<file path="src/rtl/impulse_seq_ctrl_pkg.sv">
// Shared definitions for the impulse sequencer: default widths and FSM states.
package impulse_seq_ctrl_pkg;

  localparam int unsigned DEF_DATA_W = 18;
  localparam int unsigned DEF_CNT_W  = 9;

  typedef enum logic [1:0] {
    ST_IDLE    = 2'd0,
    ST_ARM     = 2'd1,
    ST_FIRE    = 2'd2,
    ST_CAPTURE = 2'd3
  } state_t;

endpackage

</file>
<file path="src/rtl/impulse_seq_ctrl_seq_counter.sv">
// Up-counter with synchronous clear, saturation at all-ones and an equality
// compare against an external value. Used for both delay and capture counts.
module seq_counter #(
  parameter int unsigned W = 9
) (
  input  logic         i_clk,
  input  logic         i_reset,
  input  logic         i_en,
  input  logic         i_clr,
  input  logic [W-1:0] i_cmp,
  output logic [W-1:0] o_cnt,
  output logic         o_eq
);

  logic [W-1:0] r_cnt;

  // Count register: clear wins over enable; hold once saturated.
  always_ff @(posedge i_clk or posedge i_reset) begin
    if (i_reset) begin
      r_cnt <= '0;
    end else if (i_clr) begin
      r_cnt <= '0;
    end else if (i_en && (r_cnt != '1)) begin
      r_cnt <= r_cnt + W'(1);
    end
  end

  assign o_cnt = r_cnt;
  assign o_eq  = (r_cnt == i_cmp);

endmodule

</file>
<file path="src/rtl/impulse_seq_ctrl.sv">
// Impulse sequencer: waits a programmable number of sample ticks, drives a
// one-sample-period impulse into a filter, then captures its response.
module impulse_seq_ctrl
  import impulse_seq_ctrl_pkg::*;
#(
  parameter int unsigned DATA_W = DEF_DATA_W,
  parameter int unsigned CNT_W  = DEF_CNT_W
) (
  input  logic                     sys_clk,
  input  logic                     reset,
  input  logic                     sam_clk_en,
  input  logic                     sym_clk_en,
  input  logic                     start,
  input  logic                     abort,
  input  logic                     align_sym,
  input  logic [CNT_W-1:0]         pre_delay,
  input  logic [CNT_W-1:0]         cap_len,
  input  logic signed [DATA_W-1:0] symbol,
  input  logic signed [DATA_W-1:0] response,
  output logic signed [DATA_W-1:0] stimulus,
  output logic                     cap_valid,
  output logic signed [DATA_W-1:0] cap_data,
  output logic [CNT_W-1:0]         cap_idx,
  output logic                     busy,
  output logic                     done
);

  state_t r_state, w_next_state;

  logic [CNT_W-1:0]         r_pre_delay, r_cap_len;
  logic signed [DATA_W-1:0] r_symbol;
  logic                     r_align;

  logic signed [DATA_W-1:0] r_stim, w_stim;
  logic                     r_cap_valid, w_cap_valid;
  logic signed [DATA_W-1:0] r_cap_data, w_cap_data;
  logic [CNT_W-1:0]         r_cap_idx, w_cap_idx;
  logic                     r_done, w_done;

  logic                     w_latch;
  logic                     w_dly_en, w_dly_clr, w_dly_eq;
  logic                     w_cap_en, w_cap_clr, w_cap_eq;
  logic [CNT_W-1:0]         w_dly_cnt, w_cap_cnt, w_cap_last;

  // Only evaluated in CAPTURE, where the latched length is non-zero.
  assign w_cap_last = r_cap_len - CNT_W'(1);

  seq_counter #(.W(CNT_W)) u_dly_cnt (
    .i_clk   (sys_clk),
    .i_reset (reset),
    .i_en    (w_dly_en),
    .i_clr   (w_dly_clr),
    .i_cmp   (r_pre_delay),
    .o_cnt   (w_dly_cnt),
    .o_eq    (w_dly_eq)
  );

  seq_counter #(.W(CNT_W)) u_cap_cnt (
    .i_clk   (sys_clk),
    .i_reset (reset),
    .i_en    (w_cap_en),
    .i_clr   (w_cap_clr),
    .i_cmp   (w_cap_last),
    .o_cnt   (w_cap_cnt),
    .o_eq    (w_cap_eq)
  );

  // State register.
  always_ff @(posedge sys_clk or posedge reset) begin
    if (reset) r_state <= ST_IDLE;
    else       r_state <= w_next_state;
  end

  // Next state, counter controls and next output values; abort overrides all.
  always_comb begin
    w_next_state = r_state;
    w_stim       = r_stim;
    w_cap_valid  = 1'b0;
    w_cap_data   = r_cap_data;
    w_cap_idx    = r_cap_idx;
    w_done       = 1'b0;
    w_latch      = 1'b0;
    w_dly_en     = 1'b0;
    w_dly_clr    = 1'b0;
    w_cap_en     = 1'b0;
    w_cap_clr    = 1'b0;
    if ((r_state != ST_IDLE) && abort) begin
      w_next_state = ST_IDLE;
      w_stim       = '0;
    end else begin
      unique case (r_state)
        ST_IDLE: begin
          w_stim = '0;
          if (start && !abort) begin
            w_latch      = 1'b1;
            w_dly_clr    = 1'b1;
            w_cap_clr    = 1'b1;
            w_next_state = ST_ARM;
          end
        end
        ST_ARM: begin
          if (sam_clk_en) begin
            if (!w_dly_eq) begin
              w_dly_en = (w_dly_cnt != '1);
            end else if (!r_align || sym_clk_en) begin
              w_stim       = r_symbol;
              w_next_state = ST_FIRE;
            end
          end
        end
        ST_FIRE: begin
          if (sam_clk_en) begin
            w_stim = '0;
            if (r_cap_len == '0) begin
              w_done       = 1'b1;
              w_next_state = ST_IDLE;
            end else begin
              w_cap_clr    = 1'b1;
              w_next_state = ST_CAPTURE;
            end
          end
        end
        ST_CAPTURE: begin
          if (sam_clk_en) begin
            w_cap_valid = 1'b1;
            w_cap_data  = response;
            w_cap_idx   = w_cap_cnt;
            w_cap_en    = 1'b1;
            if (w_cap_eq) begin
              w_done       = 1'b1;
              w_next_state = ST_IDLE;
            end
          end
        end
        default: begin
          w_stim       = '0;
          w_next_state = ST_IDLE;
        end
      endcase
    end
  end

  // Registered outputs and per-sequence configuration latched on start.
  always_ff @(posedge sys_clk or posedge reset) begin
    if (reset) begin
      r_stim      <= '0;
      r_cap_valid <= 1'b0;
      r_cap_data  <= '0;
      r_cap_idx   <= '0;
      r_done      <= 1'b0;
      r_pre_delay <= '0;
      r_cap_len   <= '0;
      r_symbol    <= '0;
      r_align     <= 1'b0;
    end else begin
      r_stim      <= w_stim;
      r_cap_valid <= w_cap_valid;
      r_cap_data  <= w_cap_data;
      r_cap_idx   <= w_cap_idx;
      r_done      <= w_done;
      if (w_latch) begin
        r_pre_delay <= pre_delay;
        r_cap_len   <= cap_len;
        r_symbol    <= symbol;
        r_align     <= align_sym;
      end
    end
  end

  assign stimulus  = r_stim;
  assign cap_valid = r_cap_valid;
  assign cap_data  = r_cap_data;
  assign cap_idx   = r_cap_idx;
  assign done      = r_done;
  assign busy      = (r_state != ST_IDLE);

endmodule

</file>
<file path="config.mk">
export PLATFORM = sky130hd
export DESIGN_NAME = impulse_seq_ctrl
export DESIGN_NICKNAME = d
export VERILOG_FILES = /design/src/rtl/impulse_seq_ctrl_pkg.sv /design/src/rtl/impulse_seq_ctrl_seq_counter.sv /design/src/rtl/impulse_seq_ctrl.sv
export SDC_FILE = /design/constraint.sdc
export NUM_CORES = 1
export LEC_CHECK = 0
export BUFFER_PORTS_ARGS = -buffer_cell sky130_fd_sc_hd__buf_2
export CORE_UTILIZATION = 49
export CTS_CLUSTER_DIAMETER = 50
export DETAILED_ROUTE_END_ITERATION = 8
export PLACE_DENSITY = 0.76
export SLEW_MARGIN = 25
export SYNTH_ARGS = -nofsm -noshare
export SYNTH_HDL_FRONTEND = slang
export SYNTH_SLANG_ARGS = --single-unit
</file>
<file path="constraint.sdc">
create_clock -name sys_clk -period 3.1 [get_ports sys_clk]
set_input_delay 0.155 -clock sys_clk [delete_from_list [all_inputs] [get_ports sys_clk]]
set_output_delay 0.155 -clock sys_clk [all_outputs]
set_load 0.02 [all_outputs]
</file>
==> results of run 1 <==
==> registers in the layout, indices dropped and copies added (netlist names), 2 cells and up <==
register,count
cap_data,18
r_symbol,18
stimulus,18
cap_idx,9
r_cap_len,9
r_pre_delay,9
u_cap_cnt.o_cnt,9
u_dly_cnt.o_cnt,9
r_state,2
==> worst max-delay path by stage <==
stage / to / slack (ns) / cells past startpoint
after floorplan: cap_data[0] / 0.21 / 1
after global placement: r_state[0] / 0.55 / 8
after detailed placement: r_state[0] / 0.46 / 8
after CTS: r_state[0] / 0.42 / 8
after global routing: r_state[0] / 0.20 / 8
final: r_state[0] / 0.35 / 8
==> report_power, final <==
group / switching (mW) / internal (mW) / leakage [nW]
registers: 0.354 / 1.85 / 1.36
clock network: 0.479 / 0.383 / 0.102
logic: 1.22 / 0.844 / 1.61
==> Yosys cell counts, drive strengths merged (2+ instances only) <==
cell type    n  area share [%]
a221o        2            0.44
a311o        2            0.44
a41oi        2            0.52
and2         2            0.26
and3         4            0.52
buf          5            0.42
clkbuf      16             1.3
dfrtp      104              54
ha          11             2.9
inv         31             2.4
mux2        26             6.1
mux2i        4            0.84
nand2      119             9.3
nand2b       3            0.39
nand3       27             2.8
nand4        7            0.91
nor2        27             2.1
nor2b        4            0.52
nor3         4            0.42
o21ai       24             2.5
o311a        3            0.65
xnor2       21             3.8
xor2        11             2.0
==> final cells by class <==
cell class,instances,area (um2),share of cell area [%]
clock buffer,9,124,2.05
clock inverter,7,80.1,1.32
inverter,31,119,1.96
multi-input combinational,322,1990,32.8
sequential,104,2600,43.0
tap,129,161,2.67
timing repair buffer,154,981,16.2
==> metrics by stage <==
stage                     power [mW]  hold slack [ns]  std cells
after floorplan                 3.64            0.260        478
after global placement          4.16            0.321        702
after detailed placement        4.25            0.326        702
after CTS                       5.16        0.0000850        755
after global routing            5.52          0.00417        756
final                           5.13           0.0144        756
==> routing by layer <==
layer / wire [um] / vias up / part of all wire [%]
li1: - / 1862 / -
met1: 4610 / 1820 / 45
met2: 5090 / 105 / 50
met3: 389 / 12 / 3.8
met4: 119 / 0 / 1.2
met5: 0 / - / 0
==> cells by family (layout without fill, tap and decap cells) <==
kind of cell	count (synthesis)	in the layout	share of synthesized area, %
AOI/OAI and AO/OA	45	45	6.85
xor gates and xnor gates	33	33	6.35
adders and majority gates	11	11	2.88
buffers and inverters	52	201	4.10
DFF	104	104	54.4
muxes	30	30	6.95
and+or+nand+nor	203	203	18.5
==> results by group, run 1 <==
Status
  • Status: finished clean

Setup path
  • Buf/Inv on CP: 1
  • Endpoint class of the critical path: register
  • Max FO, Critical Path: 7
  • R2R setup slack: around 0.35 ns
  • Crit path from: r_cap_len[0]
  • FF-to-FF path depth: 8
  • Required time worst endpoint: between 3 and 4 ns
  • Critical Path Max Stage Delay: around 0.45 ns
  • Delay-heaviest family, CP: compound AO/OA/AOI/OAI gates
  • Arrival time worst endpoint: 3.04 ns
  • Crit path launch type: register
  • Critical path type: register to register
  • CP max stage cell: dfrtp_1
  • R2R Path End: r_state[0]
  • Worst path cell trace: inv_1, ha_1, o21ba_2, a221o_2, a222oi_1, a41oi_2, a2111oi_2, o21bai_1
  • FF-to-FF Start: r_cap_len[0]

Placement
  • Dpl cell area: 5470 um2
  • Setup WS pre-CTS: ~0.46 ns
  • Placer Congestion: around 0.87
  • Post-DP HPWL: between 6000 and 7000 um
  • PortBufs: between 100 and 150

Drt
  • Detail Route Antenna Nets: 0
  • Vias after detailed routing: around 3800
  • DRC Markers: 0
  • Pre-antenna DRT Iters: 4
  • Drt via density: a little over 5
  • Avg WL per Cell: 13.5 um
  • DR iter-0 viols: 147
  • Final wirelength: 10200 um

Synthesis
  • Cells after synthesis: approximately 480
  • Synth Flop Type: dfrtp_1
  • Synthesized area: between 4000 and 5000 um2
  • Post-synth ARST share: 100%
  • Sequential area share after synthesis: a little over half
  • Warnings from Yosys: 0
  • Yosys reg bits: ~100
  • Yosys cell types: 48
  • Syn avg cell area: approximately 10 um2
  • Post-synth EDFFs: 0
  • Syn Nets: between 500 and 600

Run
  • MaxCap Viol Count: 0

Floorplan
  • IO Count: 109
  • Die area: between 10000 and 15000 um2
  • Core area: 9370 um2
  • Row cnt: 35
  • Starting density of the core: approximately 50%
  • Chip width: 101 um
  • Die extent in y: approximately 100 um

Global routing
  • Grt ovf: 0
  • Initial antenna violation count: 0
  • Global route hottest layer: met2
  • First-pass GRT wire length: between 15000 and 20000 um
  • Global-route met2 utilization: between 30% and 40%
  • GRT met1 Usage: 27.9%
  • Largest net degree at the start of global routing: 59
  • Vias in the first global route: between 3000 and 4000
  • Grt met3 use: under 10%
  • Gr usage total: 21.9%

STA
  • Max_slew headroom: 52.1%
  • Achievable Freq: between 0.3 and 0.4 GHz
  • Final setup fails: 0
  • Fin. Hold Viols: 0
  • Setup repair after global routing missed its margin: no
  • Fin Clk Skew: between 0.01 and 0.015 ns
  • Max Slew Vio Count: 0
  • Setup_tns: 0 ns
  • Final WS setup: between 0.3 and 0.4 ns
  • Final worst path period need: 2.75 ns
  • Part of the cycle the worst path needs: around nine tenths
  • Worst-margin pin slew: roughly 0.72 ns

CTS
  • TritonCTS clock tree: done
  • Clock-pin slew on the worst setup and hold paths: about 0.10 ns
  • Worst-Skew Late Latency: ~0.37 ns
  • Clk sinks: about 100
  • Hold buffer count at CTS: 37
  • Clock Path Buffers: 2
  • H-tree depth: 3
  • Post-CTS setup buffers: 0
  • CTS root buf: clkbuf_8
  • Clock buffer count from CTS: 9
  • Post-CTS resize count: 0

Min path
  • Hold Startpoint: response[8]
  • WHS Path Cells: 2
  • Hold Crit Class: input port to register
  • Hold Path Sink: cap_data[8]

Final layout
  • Layout Cell Area excl Fill: around 6100 um2
  • Most common cell after layout, fill and taps aside: nand2_1
  • Fillers: slightly below 800
  • Area Overhead vs Synth: 26.5%
  • Fin util: roughly 65%
  • Antenna diodes: 0
  • Share of layout cells above drive strength 1: between 20% and 30%
  • Most frequent cells in the layout: 119 x nand2_1, 108 x buf_2, 104 x dfrtp_1
  • Final nets: 694

Power
  • Power per cell area: around 850 nW/um2
  • Worst vdd rail ir drop: between 300 and 400 uV
  • LEAKAGE: between 3 and 4 nW
(Power assumes the default switching activity.)
==> inputs of run 2 (changes only) <==
Settings changed: ABC_AREA from default to 1.
==> run 2 against run 1 <==
  * Maximum frequency up 10%
  * Clock power rose by 10%
  * Critical path type unchanged
  * Register-to-register slack improved by 0.26 ns
  * Synthesized area is 4.8% higher
==> results by group, run 2 <==
Status
  • Status: finished clean

Setup path
  • Endpoint class of the critical path: register
  • R2R setup slack: 0.61 ns (+0.26 ns)
  • Crit path launch type: register
  • Required time worst endpoint: 3.43 ns (+0.04 ns)
  • Max FO, Critical Path: 19 (+12)
  • Arrival time worst endpoint: 2.82 ns (-0.22 ns)
  • Critical path type: register to register

Synthesis
  • Synthesized area: 5010 um2 (+4.8%)
  • Syn avg cell area: 8.34 um2 (-17%)
  • Post-synth ARST share: 100% (unchanged)
  • Post-synth EDFFs: 0 (unchanged)
  • Yosys cell types: 38 (-21%)
  • Warnings from Yosys: 0 (unchanged)
  • Top cell type's share of synthesized area: 51.9% (-2.5 points)
  • Synth area leaders: dfrtp_1 52%, nand2_1 19%, o21ai_2 3.3%
  • Syn Nets: 673 (+22%)
  • Yosys reg bits: 104 (unchanged)
  • Top cell types by occurrence after synthesis: 258 x nand2_1, 104 x dfrtp_1, 41 x inv_1, 29 x nand3_1, 26 x nor2_1
  • Most instantiated library cell after synthesis: nand2_1
  • Top cell type by total area after synthesis: dfrtp_1
  • Cells after synthesis: 601 (+26%)
  • Synth Flop Type: dfrtp_1
  • Sequential area share after synthesis: 51.9% (-2.5 points)

Global routing
  • Grt met3 use: 4.27% (+1.2 points)
  • Global route hottest layer: met2
  • Vias in the first global route: 4151 (+7.7%)
  • Gr usage total: 22.6% (+0.69 points)
  • First-pass GRT wire length: 18300 um (+5.0%)
  • GRT met1 Usage: 26.3% (-1.7 points)
  • Global-route met2 utilization: 40.4% (+3.0 points)
  • Largest net degree at the start of global routing: 66 (+12%)
  • Initial antenna violation count: 0 (unchanged)
  • Grt ovf: 0 (unchanged)

Final layout
  • Area Overhead vs Synth: 27.5%
  • Final nets: 827 (+19%)
  • Share of layout cells above drive strength 1: 22.8% (-4.4 points)
  • Most common cell after layout, fill and taps aside: nand2_1
  • Most frequent cells in the layout: 258 x nand2_1, 108 x buf_2, 104 x dfrtp_1
  • Antenna diodes: 0 (unchanged)

Power
  • Net Sw Frac: 43.0% (+3.0 points)
  • P_int: 3.21 mW (+4.4%)
  • LEAKAGE: 3.44 nW (+12%)
  • NetSw: 2.43 mW (+18%)
  • Power per cell area: 882 nW/um2 (+4.0%)
  • Register share of total power: 40.4% (-2.5 points)
  • Combinational Power Share: 42.8% (+2.6 points)
  • Worst vdd rail ir drop: 391 uV (-0.91%)
  • Clock Power Share: 16.9% (about the same)

Run
  • MaxCap Viol Count: 0 (unchanged)

CTS
  • H-tree depth: 3 (unchanged)
  • CTS root buf: clkbuf_8
  • Worst-Skew Late Latency: 0.39 ns (+0.02 ns)
  • Clock buffer count from CTS: 9 (unchanged)
  • Clk sinks: 104 (unchanged)
  • Clock-pin slew on the worst setup and hold paths: 0.11 ns (about the same)
  • Clock Path Buffers: 2 (unchanged)
  • TritonCTS clock tree: done

STA
  • Worst-margin pin slew: 0.787 ns (+0.0687 ns)
  • Final WS setup: 0.608 ns (+0.261 ns)
  • Achievable Freq: 0.401 GHz (+10%)
  • Setup_tns: 0 ns (unchanged)
  • Final worst path period need: 2.49 ns (-0.261 ns)
  • Final setup fails: 0 (unchanged)
  • Fin Clk Skew: 0.0128 ns (+0.00278 ns)
  • Setup repair after global routing missed its margin: no
  • Fin. Hold Viols: 0 (unchanged)
  • Part of the cycle the worst path needs: 80.4% (-8.4 points)
  • Max_slew headroom: 47.5% (-4.6 points)
  • Max Slew Vio Count: 0 (unchanged)

Drt
  • DRC Markers: 0 (unchanged)
  • DR iter-0 viols: 175 (+19%)
  • Drt via density: 4.86 (-3.4%)
  • Final wirelength: 11300 um (+11%)
  • Avg WL per Cell: 12.6 um (-6.3%)
  • Pre-antenna DRT Iters: 4 (unchanged)
  • Detail Route Antenna Nets: 0 (unchanged)
  • Vias after detailed routing: 4337 (+14%)

Floorplan
  • Die area: 10600 um2 (+4.7%)
  • Chip width: 103 um (+2.3%)
  • Row cnt: 36 (+2.9%)
  • IO Count: 109 (unchanged)
  • Die extent in y: 103 um (+2.3%)
  • Starting density of the core: 50.8% (-0.23 points)
  • Core area: 9860 um2 (+5.3%)

Min path
  • Hold Crit Class: input port to register

Placement
  • PortBufs: 108 (unchanged)
  • Placer Congestion: 0.813 (-6.2%)
  • Setup WS pre-CTS: 0.636 ns (+0.175 ns)
  • Post-DP HPWL: 7700 um (+12%)
## run 2: cell types whose count changed after synthesis, sizes merged, moves of 9 or more
cell    previous run  this run
xnor2             21         3
a21oi              1        10
mux2              26         0
o21ai             24        45
nand2            119       263
inv               31        45
clkbuf            16         6
buf                5        15
## run 2: metal layers
metal  vias up  part of all wire (%)
met5         -                     0
met4         0                   2.5
met3        23                   3.6
met2       113                    51
met1      2008                    43
li1       2193                     -
## run 2: layout make-up
| type | count | area, um2 |
|---|---|---|
| inverters | 45 | 174 |
| well taps | 133 | 166 |
| repair buffers | 164 | 1100 |
| multi-input cells | 431 | 2130 |
| fillers | 838 | 3470 |
| clock inverters | 7 | 103 |
| clock buffers | 9 | 124 |
| flip-flops and latches | 104 | 2600 |
## run 2: stage by stage
| stage | instance area, um2 | instances | power (mW) | hold WS, ns | util (%) |
|---|---|---|---|---|---|
| finish | 6400 | 893 | 5.64 | 0.00457 | 64.8 |
| global route | 6400 | 893 | 6.09 | 0.0150 | 64.8 |
| CTS | 6400 | 893 | 5.66 | 0.000559 | 64.8 |
| detailed placement | 5670 | 827 | 4.66 | 0.359 | 57.5 |
| global placement | 5670 | 827 | 4.56 | 0.352 | 57.5 |
| floorplan | 5010 | 601 | 4.02 | 0.265 | - |
## run 2: final timing paths
check | startpoint | to | depth (start not counted)
setup / recovery | r_state[1] | stimulus[13] | 10
hold / removal | symbol[1] | r_symbol[1] | 3
setup reg to reg | r_state[1] | stimulus[13] | 10
hold reg to reg | cap_data[3] | cap_data[3] | 2
max in group asynchronous | reset | r_pre_delay[3] | 4
min in group asynchronous | reset | cap_data[1] | 3
## run 2: timing repair
item | CTS | global route
setup buffers | 0 | 0
gates resized for setup | 0 | 0
endpoints found under the hold margin | 113 | 0
hold buffers | 50 | 0
## run 2: power by group through the flow
stage          sequential (mW)  combinational [mW]  clock (mW)
2_1_floorplan             2.56                1.47           0
3_3_place_gp              2.28                2.28           0
3_5_place_dp              2.30                2.36           0
4_1_cts                   2.28                2.42       0.969
5_1_grt                   2.34                2.74        1.02
6_report                  2.28                2.41       0.950
## run 2: cell families (layout without fill, tap and decap cells)
family          after synthesis  in the layout  synth area share, %
simple gates                343            343                 28.9
flops                       104            104                 51.9
buf+inv                      66            225                 5.76
compound gates               61             61                 7.91
xor+xnor                     16             16                 2.79
fa+ha+maj                    11             11                 2.74
## run 2: critical path: stages (launching register included)
cell	delay, ns
dfrtp_1	0.45
inv_1	0.12
ha_1	0.30
nor2_4	0.10
nor2_4	0.28
buf_4	0.24
nand2_1	0.08
nand2_2	0.35
buf_4	0.33
nand2_1	0.10
o21ai_2	0.07
==> inputs of run 3 (changes only) <==
Clock period 3.1 ns to 2.27 ns, I/O delays scaled along.
==> run 3 against run 2 <==
  * First-iteration DRC count decreased by 16%
  * Flip-flop and latch count unchanged
  * Non-clock buffer count increased by 6
  * Register-to-register slack got worse by 0.55 ns
  * Critical path type unchanged
  * Critical endpoint is now u_cap_cnt.o_cnt[6]
  * Largest cell class unchanged
==> results by group, run 3 (synthesis results as in run 2) <==
Drt
  • DR iter-0 viols: 147 (-16%)
  • Detail Route Antenna Nets: 0 (unchanged)
  • Drt via density: 4.84 (-0.30%)
  • Avg WL per Cell: 12.7 um (+0.74%)
  • Vias after detailed routing: 4358 (+0.48%)
  • DRC Markers: 0 (unchanged)
  • Pre-antenna DRT Iters: 4 (unchanged)
  • Final wirelength: 11500 um (+1.5%)

Placement
  • Setup WS pre-CTS: 0.132 ns (-0.504 ns)
  • PortBufs: 108 (unchanged)
  • Post-DP HPWL: 7390 um (-4.0%)
  • Placer Congestion: 0.915 (+13%)
  • Placed insts: 827 (unchanged)

Floorplan
  • Chip width: 103 um (unchanged)
  • IO Count: 109 (unchanged)
  • Die area: 10600 um2 (unchanged)
  • Core area: 9860 um2 (unchanged)
  • Die extent in y: 103 um (unchanged)
  • Row cnt: 36 (unchanged)
  • Starting density of the core: 50.8% (unchanged)

Final layout
  • Share of layout cells above drive strength 1: 22.5% (-0.31 points)
  • Area Overhead vs Synth: 28.2%
  • FF/Latch Area: 2600 um2 (unchanged)
  • Most frequent cells in the layout: 258 x nand2_1, 108 x buf_2, 104 x dfrtp_1
  • Final nets: 833 (+0.73%)
  • Most common cell after layout, fill and taps aside: nand2_1
  • Fillers: 790 (-5.7%)
  • Final Non-Filler Cells: 900 (+0.78%)
  • Multi-input logic area: 2130 um2 (+0.12%)
  • Fin util: 65.2% (+0.33 points)

Setup path
  • Worst path cell trace: ha_1, inv_1, nor3_1, inv_1, nor4_1, ha_2, nor2_8, inv_4, nor3_4, nand2_1, xor2_1, nor2_1
  • Max FO, Critical Path: 8 (-11)
  • Critical Path Max Stage Delay: 0.39 ns (-0.06 ns)
  • Crit path launch type: register
  • Required time worst endpoint: 2.52 ns (-0.91 ns)
  • Top cell by count, worst path: inv_1
  • Endpoint class of the critical path: register
  • Critical path type: register to register
  • CP max stage cell: dfrtp_1
  • Arrival time worst endpoint: 2.46 ns (-0.36 ns)

STA
  • Setup repair after global routing missed its margin: yes
  • Part of the cycle the worst path needs: 97.4% (+17 points)
  • Worst-margin pin slew: 0.605 ns (-0.183 ns)
  • Final WS setup: 0.0586 ns (-0.550 ns)
  • Max_slew headroom: 59.6% (+12 points)
  • Fin Clk Skew: 0.0134 ns (+0.000563 ns)
  • Final worst path period need: 2.21 ns (-0.280 ns)
  • Final setup fails: 0 (unchanged)
  • Max Slew Vio Count: 0 (unchanged)
  • Achievable Freq: 0.452 GHz (+13%)
  • Fin. Hold Viols: 0 (unchanged)

CTS
  • H-tree depth: 3 (unchanged)
  • Clock buffer count from CTS: 9 (unchanged)
  • Clk sinks: 104 (unchanged)
  • TritonCTS clock tree: done
  • Clock-pin slew on the worst setup and hold paths: 0.10 ns (about the same)
  • Clock Path Buffers: 2 (unchanged)
  • CTS root buf: clkbuf_8
  • Worst-Skew Late Latency: 0.37 ns (-0.02 ns)

Global routing
  • Largest net degree at the start of global routing: 105 (+59%)
  • Grt ovf: 0 (unchanged)
  • Gr usage total: 22.2% (-0.40 points)
  • Grt met3 use: 3.39% (-0.88 points)
  • First-pass GRT wire length: 18100 um (-1.3%)
  • Initial antenna violation count: 0 (unchanged)
  • Global-route met2 utilization: 39.0% (-1.4 points)
  • Global route hottest layer: met2
  • Vias in the first global route: 4087 (-1.5%)
  • GRT met1 Usage: 26.8% (+0.53 points)

Power
  • Design Power: 7.54 mW (+34%)
  • Worst vdd rail ir drop: 713 uV (+82%)
  • LEAKAGE: 3.44 nW (-0.18%)
  • Power per cell area: 1170 nW/um2 (+33%)

Min path
  • Hold Crit Class: input port to register

Status
  • Status: finished clean

Run
  • MaxCap Viol Count: 0 (unchanged)
-- run 3: stage by stage --
| step | area (um2) | setup TNS, ns | hold WS [ns] |
|---|---|---|---|
| after floorplan | 5020 | 0 | 0.223 |
| after global placement | 5670 | 0 | 0.309 |
| after detailed placement | 5670 | 0 | 0.313 |
| after CTS | 6420 | 0 | 0.242 |
| after global routing | 6430 | -0.190 | 0.271 |
| final | 6430 | 0 | 0.246 |
-- run 3: critical path: cells and delay by family (launching register included) --
family	cells	cell delay (ns)
xor+xnor	1	0.14
fa+ha+maj	2	0.53
buf+inv	3	0.26
flops	1	0.39
simple gates	6	0.76
-- run 3: metal layers --
layer  wire [um]  share of wire (%)  vias to the layer above
met2        5850                 51                      103
met5           0                  0                        -
met4         185                1.6                        0
li1            -                  -                     2207
met3         369                3.2                       14
met1        5060                 44                     2034
-- run 3: power by group --
group | internal [mW] | switching [mW] | leakage [nW]
logic | 1.17 | 2.15 | 2.00
registers | 2.60 | 0.485 | 1.35
clock network | 0.509 | 0.624 | 0.0856
-- run 3: final timing paths --
check	cells past startpoint	endpoint	slack (ns)	from
max	12	u_cap_cnt.o_cnt[6]	0.06	u_cap_cnt.o_cnt[1]
min	5	u_cap_cnt.o_cnt[0]	0.25	sam_clk_en
max reg2reg	12	u_cap_cnt.o_cnt[6]	0.06	u_cap_cnt.o_cnt[1]
min reg2reg	2	r_symbol[4]	0.48	r_symbol[4]
max in group asynchronous	4	cap_idx[2]	1.39	reset
min in group asynchronous	4	cap_data[0]	0.40	reset
-- run 3: repair_timing --
action	in CTS	in global routing
hold buffers	56	0
buffers inserted	0	0
setup endpoints to repair	0	12
endpoints found under the hold margin	159	0
resized for setup	0	2
-- run 3: final cells by class --
| class | count | share of cell area, % |
|---|---|---|
| antenna | 1 | 0.0389 |
| clock buffer | 11 | 2.04 |
| multi-input combinational | 431 | 33.1 |
| timing repair buffer | 170 | 18.1 |
| sequential | 104 | 40.5 |
| tap | 133 | 2.59 |
| inverter | 45 | 2.72 |
| clock inverter | 5 | 0.895 |
